## src/rtl/rtc_bus_responder_pkg.sv

```systemverilog
// Shared definitions for the RTC bus responder and the bus controller's sequencers.
// Holds the FSM encoding, the register-file sizing and the RTC register map.
package rtc_bus_responder_pkg;

    localparam int RTC_ADDR_W   = 4;
    localparam int RTC_NUM_REGS = 2 ** RTC_ADDR_W;

    typedef enum logic [1:0] {
        IDLE    = 2'd0,
        ADDR_OK = 2'd1,
        READING = 2'd2
    } rtc_state_t;

    localparam logic [7:0] REG_SECONDS = 8'h00;
    localparam logic [7:0] REG_MINUTES = 8'h01;
    localparam logic [7:0] REG_HOURS   = 8'h02;
    localparam logic [7:0] REG_DAY     = 8'h03;
    localparam logic [7:0] REG_DATE    = 8'h04;
    localparam logic [7:0] REG_MONTH   = 8'h05;
    localparam logic [7:0] REG_YEAR    = 8'h06;
    localparam logic [7:0] REG_CONTROL = 8'h07;

endpackage

```

## src/rtl/rtc_bus_responder_bus_sync.sv

```systemverilog
// Two-flop synchronizer for the bus strobes and data, plus a one-cycle-delayed
// copy used for edge detection and for sampling qualifiers just before an edge.
module rtc_bus_responder_bus_sync (
    input  logic       clk,
    input  logic       reset,
    input  logic       cs,
    input  logic       wr,
    input  logic       rd,
    input  logic       ad,
    input  logic [7:0] dat,
    output logic       s_cs,
    output logic       s_wr,
    output logic       s_rd,
    output logic       s_ad,
    output logic       p_cs,
    output logic       p_ad,
    output logic [7:0] p_dat,
    output logic       wr_rise,
    output logic       rd_fall
);

    // strobe vectors are ordered {cs, wr, rd, ad}; strobes idle high
    logic [3:0] strb_meta, strb_s, strb_p;
    logic [7:0] dat_meta, dat_s;

    always_ff @(posedge clk or posedge reset) begin
        if (reset) begin
            strb_meta <= '1;
            strb_s    <= '1;
            strb_p    <= '1;
            dat_meta  <= '0;
            dat_s     <= '0;
            p_dat     <= '0;
        end else begin
            strb_meta <= {cs, wr, rd, ad};
            strb_s    <= strb_meta;
            strb_p    <= strb_s;
            dat_meta  <= dat;
            dat_s     <= dat_meta;
            p_dat     <= dat_s;
        end
    end

    assign s_cs    = strb_s[3];
    assign s_wr    = strb_s[2];
    assign s_rd    = strb_s[1];
    assign s_ad    = strb_s[0];
    assign p_cs    = strb_p[3];
    assign p_ad    = strb_p[0];
    assign wr_rise = !strb_p[2] && strb_s[2];
    assign rd_fall = strb_p[1] && !strb_s[1];

endmodule

```

## src/rtl/rtc_bus_responder.sv

```systemverilog
// Chip-side responder for the RTC CS/WR/RD/AD multiplexed bus with a byte
// register file and a local update port for the time-keeping logic.
//
//   state   | meaning
//   IDLE    | no address latched
//   ADDR_OK | address latched, waiting for a data phase (timed)
//   READING | driving reg[addr] onto the bus until RD or CS rises
module rtc_bus_responder
    import rtc_bus_responder_pkg::*;
#(
    parameter int ADDR_W  = RTC_ADDR_W,
    parameter int TIMEOUT = 63
) (
    input  logic              clk,
    input  logic              reset,
    input  logic              CS,
    input  logic              WR,
    input  logic              RD,
    input  logic              AD,
    input  logic [7:0]        dat_in,
    output logic [7:0]        dat_out,
    output logic              dat_oe,
    input  logic              upd_en,
    input  logic [ADDR_W-1:0] upd_addr,
    input  logic [7:0]        upd_data,
    output logic              xfer_done,
    output logic              xfer_wr,
    output logic              proto_err
);

    localparam int              NUM_REGS = 2 ** ADDR_W;
    localparam int              CNT_W    = $clog2(TIMEOUT + 1);
    localparam logic [CNT_W-1:0] CNT_MAX = '1;

    logic s_cs, s_wr, s_rd, s_ad, p_cs, p_ad, wr_rise, rd_fall;
    logic [7:0] p_dat;

    rtc_bus_responder_bus_sync u_sync (
        .clk     (clk),
        .reset   (reset),
        .cs      (CS),
        .wr      (WR),
        .rd      (RD),
        .ad      (AD),
        .dat     (dat_in),
        .s_cs    (s_cs),
        .s_wr    (s_wr),
        .s_rd    (s_rd),
        .s_ad    (s_ad),
        .p_cs    (p_cs),
        .p_ad    (p_ad),
        .p_dat   (p_dat),
        .wr_rise (wr_rise),
        .rd_fall (rd_fall)
    );

    rtc_state_t        state, nxt_state;
    logic [7:0]        addr;
    logic [ADDR_W-1:0] addr_idx;
    logic              in_range;
    logic [CNT_W-1:0]  wait_cnt;
    logic [7:0]        regs [NUM_REGS];

    logic addr_ld, bus_wr, cnt_clr, err_c, done_c, done_wr_c;
    logic both_low, both_low_q, rd_in_addr, rd_in_addr_q;

    assign addr_idx = addr[ADDR_W-1:0];
    assign in_range = (addr >> ADDR_W) == 8'd0;

    // level violations are reported once, on the cycle they first appear
    assign both_low   = !s_cs && !s_rd && !s_wr;
    assign rd_in_addr = !s_cs && !s_rd && !s_ad;

    always_ff @(posedge clk or posedge reset) begin
        if (reset) state <= IDLE;
        else       state <= nxt_state;
    end

    always_comb begin
        nxt_state = state;
        addr_ld   = 1'b0;
        bus_wr    = 1'b0;
        cnt_clr   = 1'b0;
        err_c     = (rd_in_addr && !rd_in_addr_q) || (both_low && !both_low_q);
        done_c    = 1'b0;
        done_wr_c = 1'b0;
        if (both_low) begin
            nxt_state = IDLE;
        end else begin
            case (state)
                IDLE: begin
                    if (wr_rise && !p_cs && !p_ad) begin
                        addr_ld   = 1'b1;
                        cnt_clr   = 1'b1;
                        nxt_state = ADDR_OK;
                    end else if (wr_rise && !p_cs && p_ad) begin
                        err_c = 1'b1;
                    end else if (rd_fall && !s_cs && s_ad) begin
                        err_c = 1'b1;
                    end
                end
                ADDR_OK: begin
                    if (wr_rise && !p_cs && !p_ad) begin
                        addr_ld = 1'b1;
                        cnt_clr = 1'b1;
                    end else if (wr_rise && !p_cs && p_ad) begin
                        nxt_state = IDLE;
                        if (in_range) begin
                            bus_wr    = 1'b1;
                            done_c    = 1'b1;
                            done_wr_c = 1'b1;
                        end else begin
                            err_c = 1'b1;
                        end
                    end else if (!s_cs && !s_rd && s_ad) begin
                        nxt_state = READING;
                        if (!in_range) err_c = 1'b1;
                    end else if (wait_cnt == CNT_W'(TIMEOUT)) begin
                        err_c     = 1'b1;
                        nxt_state = IDLE;
                    end
                end
                READING: begin
                    if (s_rd || s_cs) begin
                        nxt_state = IDLE;
                        done_c    = 1'b1;
                    end
                end
                default: nxt_state = IDLE;
            endcase
        end
    end

    always_ff @(posedge clk or posedge reset) begin
        if (reset) begin
            addr         <= '0;
            wait_cnt     <= '0;
            proto_err    <= 1'b0;
            xfer_done    <= 1'b0;
            xfer_wr      <= 1'b0;
            dat_oe       <= 1'b0;
            dat_out      <= '0;
            both_low_q   <= 1'b0;
            rd_in_addr_q <= 1'b0;
        end else begin
            if (addr_ld) addr <= p_dat;
            if (cnt_clr)
                wait_cnt <= '0;
            else if (state == ADDR_OK && wait_cnt != CNT_MAX)
                wait_cnt <= wait_cnt + 1'b1;
            proto_err    <= err_c;
            xfer_done    <= done_c;
            xfer_wr      <= done_wr_c;
            dat_oe       <= (nxt_state == READING);
            dat_out      <= (nxt_state == READING && in_range) ? regs[addr_idx] : 8'h00;
            both_low_q   <= both_low;
            rd_in_addr_q <= rd_in_addr;
        end
    end

    // the bus write is assigned last so it wins over a same-index update
    always_ff @(posedge clk or posedge reset) begin
        if (reset) begin
            for (int i = 0; i < NUM_REGS; i++) regs[i] <= 8'h00;
        end else begin
            if (upd_en) regs[upd_addr] <= upd_data;
            if (bus_wr) regs[addr_idx] <= p_dat;
        end
    end

endmodule

```

## config.mk

```make
export PLATFORM = sky130hd
export DESIGN_NAME = rtc_bus_responder
export DESIGN_NICKNAME = d
export VERILOG_FILES = /design/src/rtl/rtc_bus_responder_pkg.sv /design/src/rtl/rtc_bus_responder_bus_sync.sv /design/src/rtl/rtc_bus_responder.sv
export SDC_FILE = /design/constraint.sdc
export NUM_CORES = 1
export LEC_CHECK = 0
export ABC_AREA = 1
export BUFFER_PORTS_ARGS = -buffer_cell sky130_fd_sc_hd__buf_4
export CORE_UTILIZATION = 45
export CTS_BUF_LIST = sky130_fd_sc_hd__clkbuf_2
export CTS_CLUSTER_DIAMETER = 100
export CTS_CLUSTER_SIZE = 25
export DETAILED_ROUTE_END_ITERATION = 8
export GPL_ROUTABILITY_DRIVEN = 0
export SYNTH_ARGS = -nofsm -noshare
export SYNTH_HDL_FRONTEND = slang
export SYNTH_HIERARCHICAL = 1
export SYNTH_SLANG_ARGS = --single-unit
```

## constraint.sdc

```tcl
create_clock -name clk -period 7.3 [get_ports clk]
set_input_delay 0.73 -clock clk [delete_from_list [all_inputs] [get_ports clk]]
set_output_delay 0.73 -clock clk [all_outputs]
set_load 0.03 [all_outputs]
```

* Word-level counts from Yosys, hierarchy flattened
Index checks and enable logic that the tools add are counted.
** Word-level totals
- Flip-flop bits (word level) :: 194
- Input port bits :: 27
- Logic and storage cells :: 119
** Operators by class
- $add $sub $neg :: 1
- Magnitude comparators :: 4
- Eq/ne operators :: 5
- Muxes and demuxes :: 43
- Bitwise logic cells :: 2
- Reductions and logical operators :: 32
** Operators with widths (count)
- bitwise mux 128 bit :: 2
- two-way mux 128 bit :: 2
- demux 8 bit (select 4 bit) :: 2
- two-way mux 8 bit :: 5
- binary-select mux 8 bit (select 4 bit) :: 1
- two-way mux 1 bit :: 19
- logical AND 1 bit :: 17
- two-way mux 2 bit :: 7
- two-way mux 6 bit :: 2
- greater-or-equal comparator 5 bit, second input constant :: 2
- < comparator 5 x 1 -> 1 bit, second input constant :: 2
- inverter 4 -> 5 bit :: 2
- zero test 1 bit :: 9
- zero test 8 bit :: 1
- adder 6 x 1 -> 6 bit, second input constant :: 1
- equality test 6 bit, second input constant :: 1
- inequality test 6 bit, second input constant :: 1
- one-hot mux 2 bit (3 select lines) :: 1
- equality test 2 bit, second input constant :: 2
- one-hot mux 1 bit (2 select lines) :: 2
- equality test 2 x 1 -> 1 bit, second input constant :: 1
- zero test 2 bit :: 1
- logical OR 1 bit :: 2
- nonzero test 2 bit :: 1
- OR reduction 2 bit :: 1

* Depth between registers and ports, before layout
- Depth in word-level cells :: 11
- Gate-level depth with buffers :: 12

* By module
Netlist, hierarchy kept.
** By module, submodules not included
- rtc_bus_responder :: instances 1, cells each 1272, area each 8899.8 um2, seq. area each 3953.8 um2
- rtc_bus_responder_bus_sync :: instances 1, cells each 41, area each 939.7 um2, seq. area each 915.9 um2

* Worst setup path before layout
No wires, ideal clock.
- Path type :: reg2reg
- Start point :: register u_sync.strb_s[2]
- End point :: register regs[38] (netlist name)
- Data arrival time :: 1688 ps
- Data required time :: 7177 ps
- Setup slack :: 5490 ps
- Stages on the path, launching flop included :: 13
- Buffers on the path :: 1
- Clock period less this slack :: 1810 ps
- Cells stage by stage :: dfstp_2 -> inv_1 -> nor2_2 -> inv_1 -> nor2_2 -> nand2_2 -> nor2_4 -> nand3_4 -> nor2_4 -> nand2_2 -> buf_6 -> nand2_1 -> o21ai_2
** On the way
- Cells in the longest elaborated chain, start to end :: 8
- Elaborated cells between the ends (all ways) :: 11
** Ends and longest elaborated chain
- start, declared :: line rtc_bus_responder_bus_sync.sv:23 : logic [3:0] strb_meta, strb_s, strb_p;
- start signal, assigned :: line rtc_bus_responder_bus_sync.sv:36 : strb_s <= strb_meta;
- logical AND 1 bit (*) :: line rtc_bus_responder_bus_sync.sv:50 : assign wr_rise = !strb_p[2] && strb_s[2];
- net wr_rise :: line rtc_bus_responder.sv:35 : logic s_cs, s_wr, s_rd, s_ad, p_cs, p_ad, wr_rise, rd_fall;
- logical AND 1 bit (*) :: line rtc_bus_responder.sv:103, rtc_bus_responder.sv:106
- logical AND 1 bit :: line rtc_bus_responder.sv:106 : end else if (wr_rise && !p_cs && p_ad) begin
- two-way mux 1 bit :: line rtc_bus_responder.sv:106
- two-way mux 1 bit (*) :: line rtc_bus_responder.sv:103 : if (wr_rise && !p_cs && !p_ad) begin
- two-way mux 1 bit (*) :: line rtc_bus_responder.sv:90 : case (state)
- two-way mux 1 bit (*) :: line rtc_bus_responder.sv:87 : if (both_low) begin
- two-way mux 128 bit (*) :: line rtc_bus_responder.sv:167 : if (bus_wr) regs[addr_idx] <= p_dat;
- end signal, assigned by index :: line rtc_bus_responder.sv:166 : if (upd_en) regs[upd_addr] <= upd_data;
- end signal, assigned by index :: line rtc_bus_responder.sv:167
- end, declared :: line rtc_bus_responder.sv:62 : logic [7:0] regs [NUM_REGS];
The timed path passes the listed nets; every way through them passes the cells marked *.
A chain may end at the register's enable or synchronous reset.

* Final worst setup path
- Start point :: register addr[1]
- End point :: register dat_out[5]
** On the way
- Cells in the longest elaborated chain, start to end :: 5
** Ends and longest elaborated chain
- start, declared :: line rtc_bus_responder.sv:58 : logic [7:0] addr;
- start signal, assigned :: line rtc_bus_responder.sv:146 : if (addr_ld) addr <= p_dat;
- inverter 4 -> 5 bit (not written as such) :: line rtc_bus_responder.sv:155 : dat_out <= (nxt_state == READING && in_range) ? regs[addr_idx] : 8'h00;
- binary-select mux 8 bit (select 4 bit) :: line rtc_bus_responder.sv:155
- two-way mux 8 bit (not written as such) (2 in a row) :: line rtc_bus_responder.sv:155
- two-way mux 8 bit :: line rtc_bus_responder.sv:155
- end signal, assigned :: line rtc_bus_responder.sv:155
- end, declared :: line rtc_bus_responder.sv:21 : output logic [7:0] dat_out,
No other way between the ends. The select of a mux whose other input is x is not followed.

==> impl_results.md <==
* Maximum vdd drop at 0.1288 mV
* CTS tree: yes
* Die area at 0.02246 sq mm
* First-pass GRT wire length at 45420 um
* # IOs at 39
* Post-CTS Hold Buffers at 13
* Synthesized area at 0.009839 sq mm
* LEAKAGE at 5.295 nW
* WS Path Type: reg -> reg
* Max-slew violations at 0
* H-tree depth at 4
* Crit Path Max Fanout at 14
* Setup Skew at 66.05 ps
* Routed len/inst at 18.02 um
* Count of final setup violators at 0
* Largest net degree at the start of global routing at 92
* Cell Pwr Density at 283.8 mW/mm^2
* YS warnings at 6
* Area grow syn2layout at 6.867%
* Tcrit/Tclk final at 33.51%
* Clk sink count at 194
* Setup TNS at 0 ps
* Status: completed
* Fmax at 408.7 MHz
* Cts bufs inserted at 17
* Post-synthesis area per instance at 7.494 sq um
* Post-Syn Instances at 1313
* Share of cells above drive strength 1 at under 10%
* Clk_lat worst skew at 850 ps
* Max-Cap Viols at 0
* Iteration-0 DRC Markers at between 900 and 1000
* Post-route DRC at 0
* Die width at 149.9 um
* Die Ht at 149.9 um
* Initial core utilization at 46.37%
* Max Root-Sink Buffers at 2
* IO buf count at 38
* Synth unique cells at 26
* Startpoint types: register
* Final count of hold timing violations at 0
* Unrepaired setup endpoints after global routing: false
* Pre-antenna DRT Iters at 6
* CP arrival at 3160 ps
* Post-cts resize count at 0
* Root Buffer Master: clkbuf_2
* Nets at around 1400
* #FFs+latches synth at 194
* HPWL Detailed at 18290 um
* Tot GR Track Use at 27.41%
* Rel. slew slack at 23.15%
* Initial antenna violation count at 1
* Post-CTS Setup Bufs at 0
* Via count at 8587
* Vias in the first global route at 7928
* Core Area at 0.02122 sq mm
* Part of the Yosys area used for sequential elements at about half
* Syn nets at about 1300
* Clock-pin slew on the worst setup and hold paths at 360 ps
* Design Area, Final at 0.01052 sq mm
* Dpl cell area at 0.01011 sq mm
* Post-route ant nets at 0
* Hold Path Class: in -> reg
* DR vias/cell at 5.337
* Min Clock Period, post-route at 2447 ps
* CP Data Required Time at 8020 ps
* Grt ovf at 0
* Rows at between 50 and 60
* Worst Setup End Kind: register
* Worst slew pin tran at 1149 ps
* Final WL at ~29000 um
worst max-delay path, cell delays in order (launching register included):
cell     delay [ps]
dfrtp_1         520
inv_1           110
nor2_1          660
buf_4           360
a21oi_1         140
o21ai_0         120
nand2_1         140
nand2_1         130
inv_1            40
nand2_1          50
nor2_1           60
cells by family after synthesis:
kind of cell / Yosys count / share of synthesized area, %
adder cells (fa/ha/maj): 5 / 0.6358
flip-flops: 194 / 49.49
AO/OA/AOI/OAI: 315 / 16.42
buffers and inverters: 168 / 7.859
AND/OR/NAND/NOR: 631 / 25.60
sequential cells by signal (all words and copies together) (netlist names), 6 cells and up:
| register | count |
|---|---|
| u_sync/p_dat | 8 |
| wait_cnt | 6 |
| regs | 128 |
| u_sync/dat_meta | 8 |
| u_sync/dat_s | 8 |
| addr | 8 |
| dat_out | 8 |
area by class of cell:
type,count,area (sq um)
timing repair buffer,56,452.9
sequential,194,4870
inverter,100,380.4
clock buffer,17,85.08
multi-input combinational,951,4197
clock inverter,15,183.9
tap,275,344.1
fill,2151,10710
antenna,1,2.502
path summary, 6_finish.rpt:
| path | startpoint | endpoint | slack, ps | cells past startpoint |
|---|---|---|---|---|
| min reg2reg | u_sync/strb_meta[3] | u_sync/strb_s[3] | 370 | 0 |
| min in group asynchronous | reset | u_sync/dat_meta[3] | 510 | 4 |
| max reg2reg | addr[1] | dat_out[5] | 4850 | 10 |
| max | addr[1] | dat_out[5] | 4850 | 10 |
| max in group asynchronous | reset | regs[125] | 5340 | 4 |
| min | upd_data[1] | regs[65] | 270 | 5 |
layer usage:
| layer | up-vias | share of wire (%) | global-route usage (%) |
|---|---|---|---|
| li1 | 4187 | - | - |
| met1 | 4008 | 44 | 37.80 |
| met2 | 325 | 46 | 42.29 |
| met3 | 67 | 7.9 | 5.945 |
| met4 | 0 | 2.9 | 9.899 |
| met5 | - | 0 | 0 |
cells in the final DEF, fill, tap and decap left out, types with 2 or more instances in the layout:
cell type / n
nor2_4: 5
a21oi_1: 31
dlygate4sd3_1: 13
nand2_1: 421
inv_6: 2
nand3b_1: 2
ha_1: 5
dfstp_2: 12
clkbuf_2: 17
nand2_2: 18
nor2_2: 7
inv_1: 98
o22ai_1: 2
nand3_1: 15
clkinv_8: 5
buf_4: 43
o21ai_1: 120
inv_8: 5
dfrtp_1: 182
o21ai_0: 152
nand4_1: 4
nor2_1: 158
o21ai_2: 8
through the flow:
stage / worst slack, ps / hold WS (ps) / std cells / power, mW / utilization, %
after global routing: 4701 / 209.4 / 1609 / 3.205 / 49.55
after detailed placement: 4819 / 338.7 / 1563 / 2.402 / 47.66
after global placement: 4828 / 332.7 / 1563 / 2.381 / 47.66
after floorplan: 2307 / 331.2 / 1313 / 2.132 / -
after CTS: 4926 / 216.2 / 1608 / 2.986 / 49.54
final: 4853 / 265.5 / 1609 / 2.984 / 49.55
cell usage after synthesis:
cell type  instances  area [sq um]
nand2_2           18         112.6
nand3b_1           2         15.01
o32ai_1            1         8.760
buf_2             12         60.06
nor2_4             5         56.30
buf_4              2         15.01
dfstp_2           12         315.3
dfrtp_1          182          4554
o21ai_0          152         760.7
inv_2              1         3.750
o21ai_1          120         600.6
a21oi_1           31         155.2
o22ai_1            2         12.51
a21boi_0           1         7.510
clkbuf_1          35         131.4
ha_1               5         62.56
nand4_1            4         25.02
nand3_4            1         17.52
inv_1             99         371.6
nand2_1          421          1580
nand3_1           15         75.07
nor2_2             7         43.79
buf_6             16         180.2
nor2_1           158         593.1
o21ai_2            8         70.07
buf_1              3         11.26
power breakdown:
part | total, mW | leakage [nW] | internal [mW] | switching (mW)
Clock | 0.584 | 0.155 | 0.124 | 0.461
Sequential | 1.41 | 2.33 | 1.29 | 0.117
Combinational | 0.989 | 2.81 | 0.329 | 0.659
(Power assumes the default switching activity.)
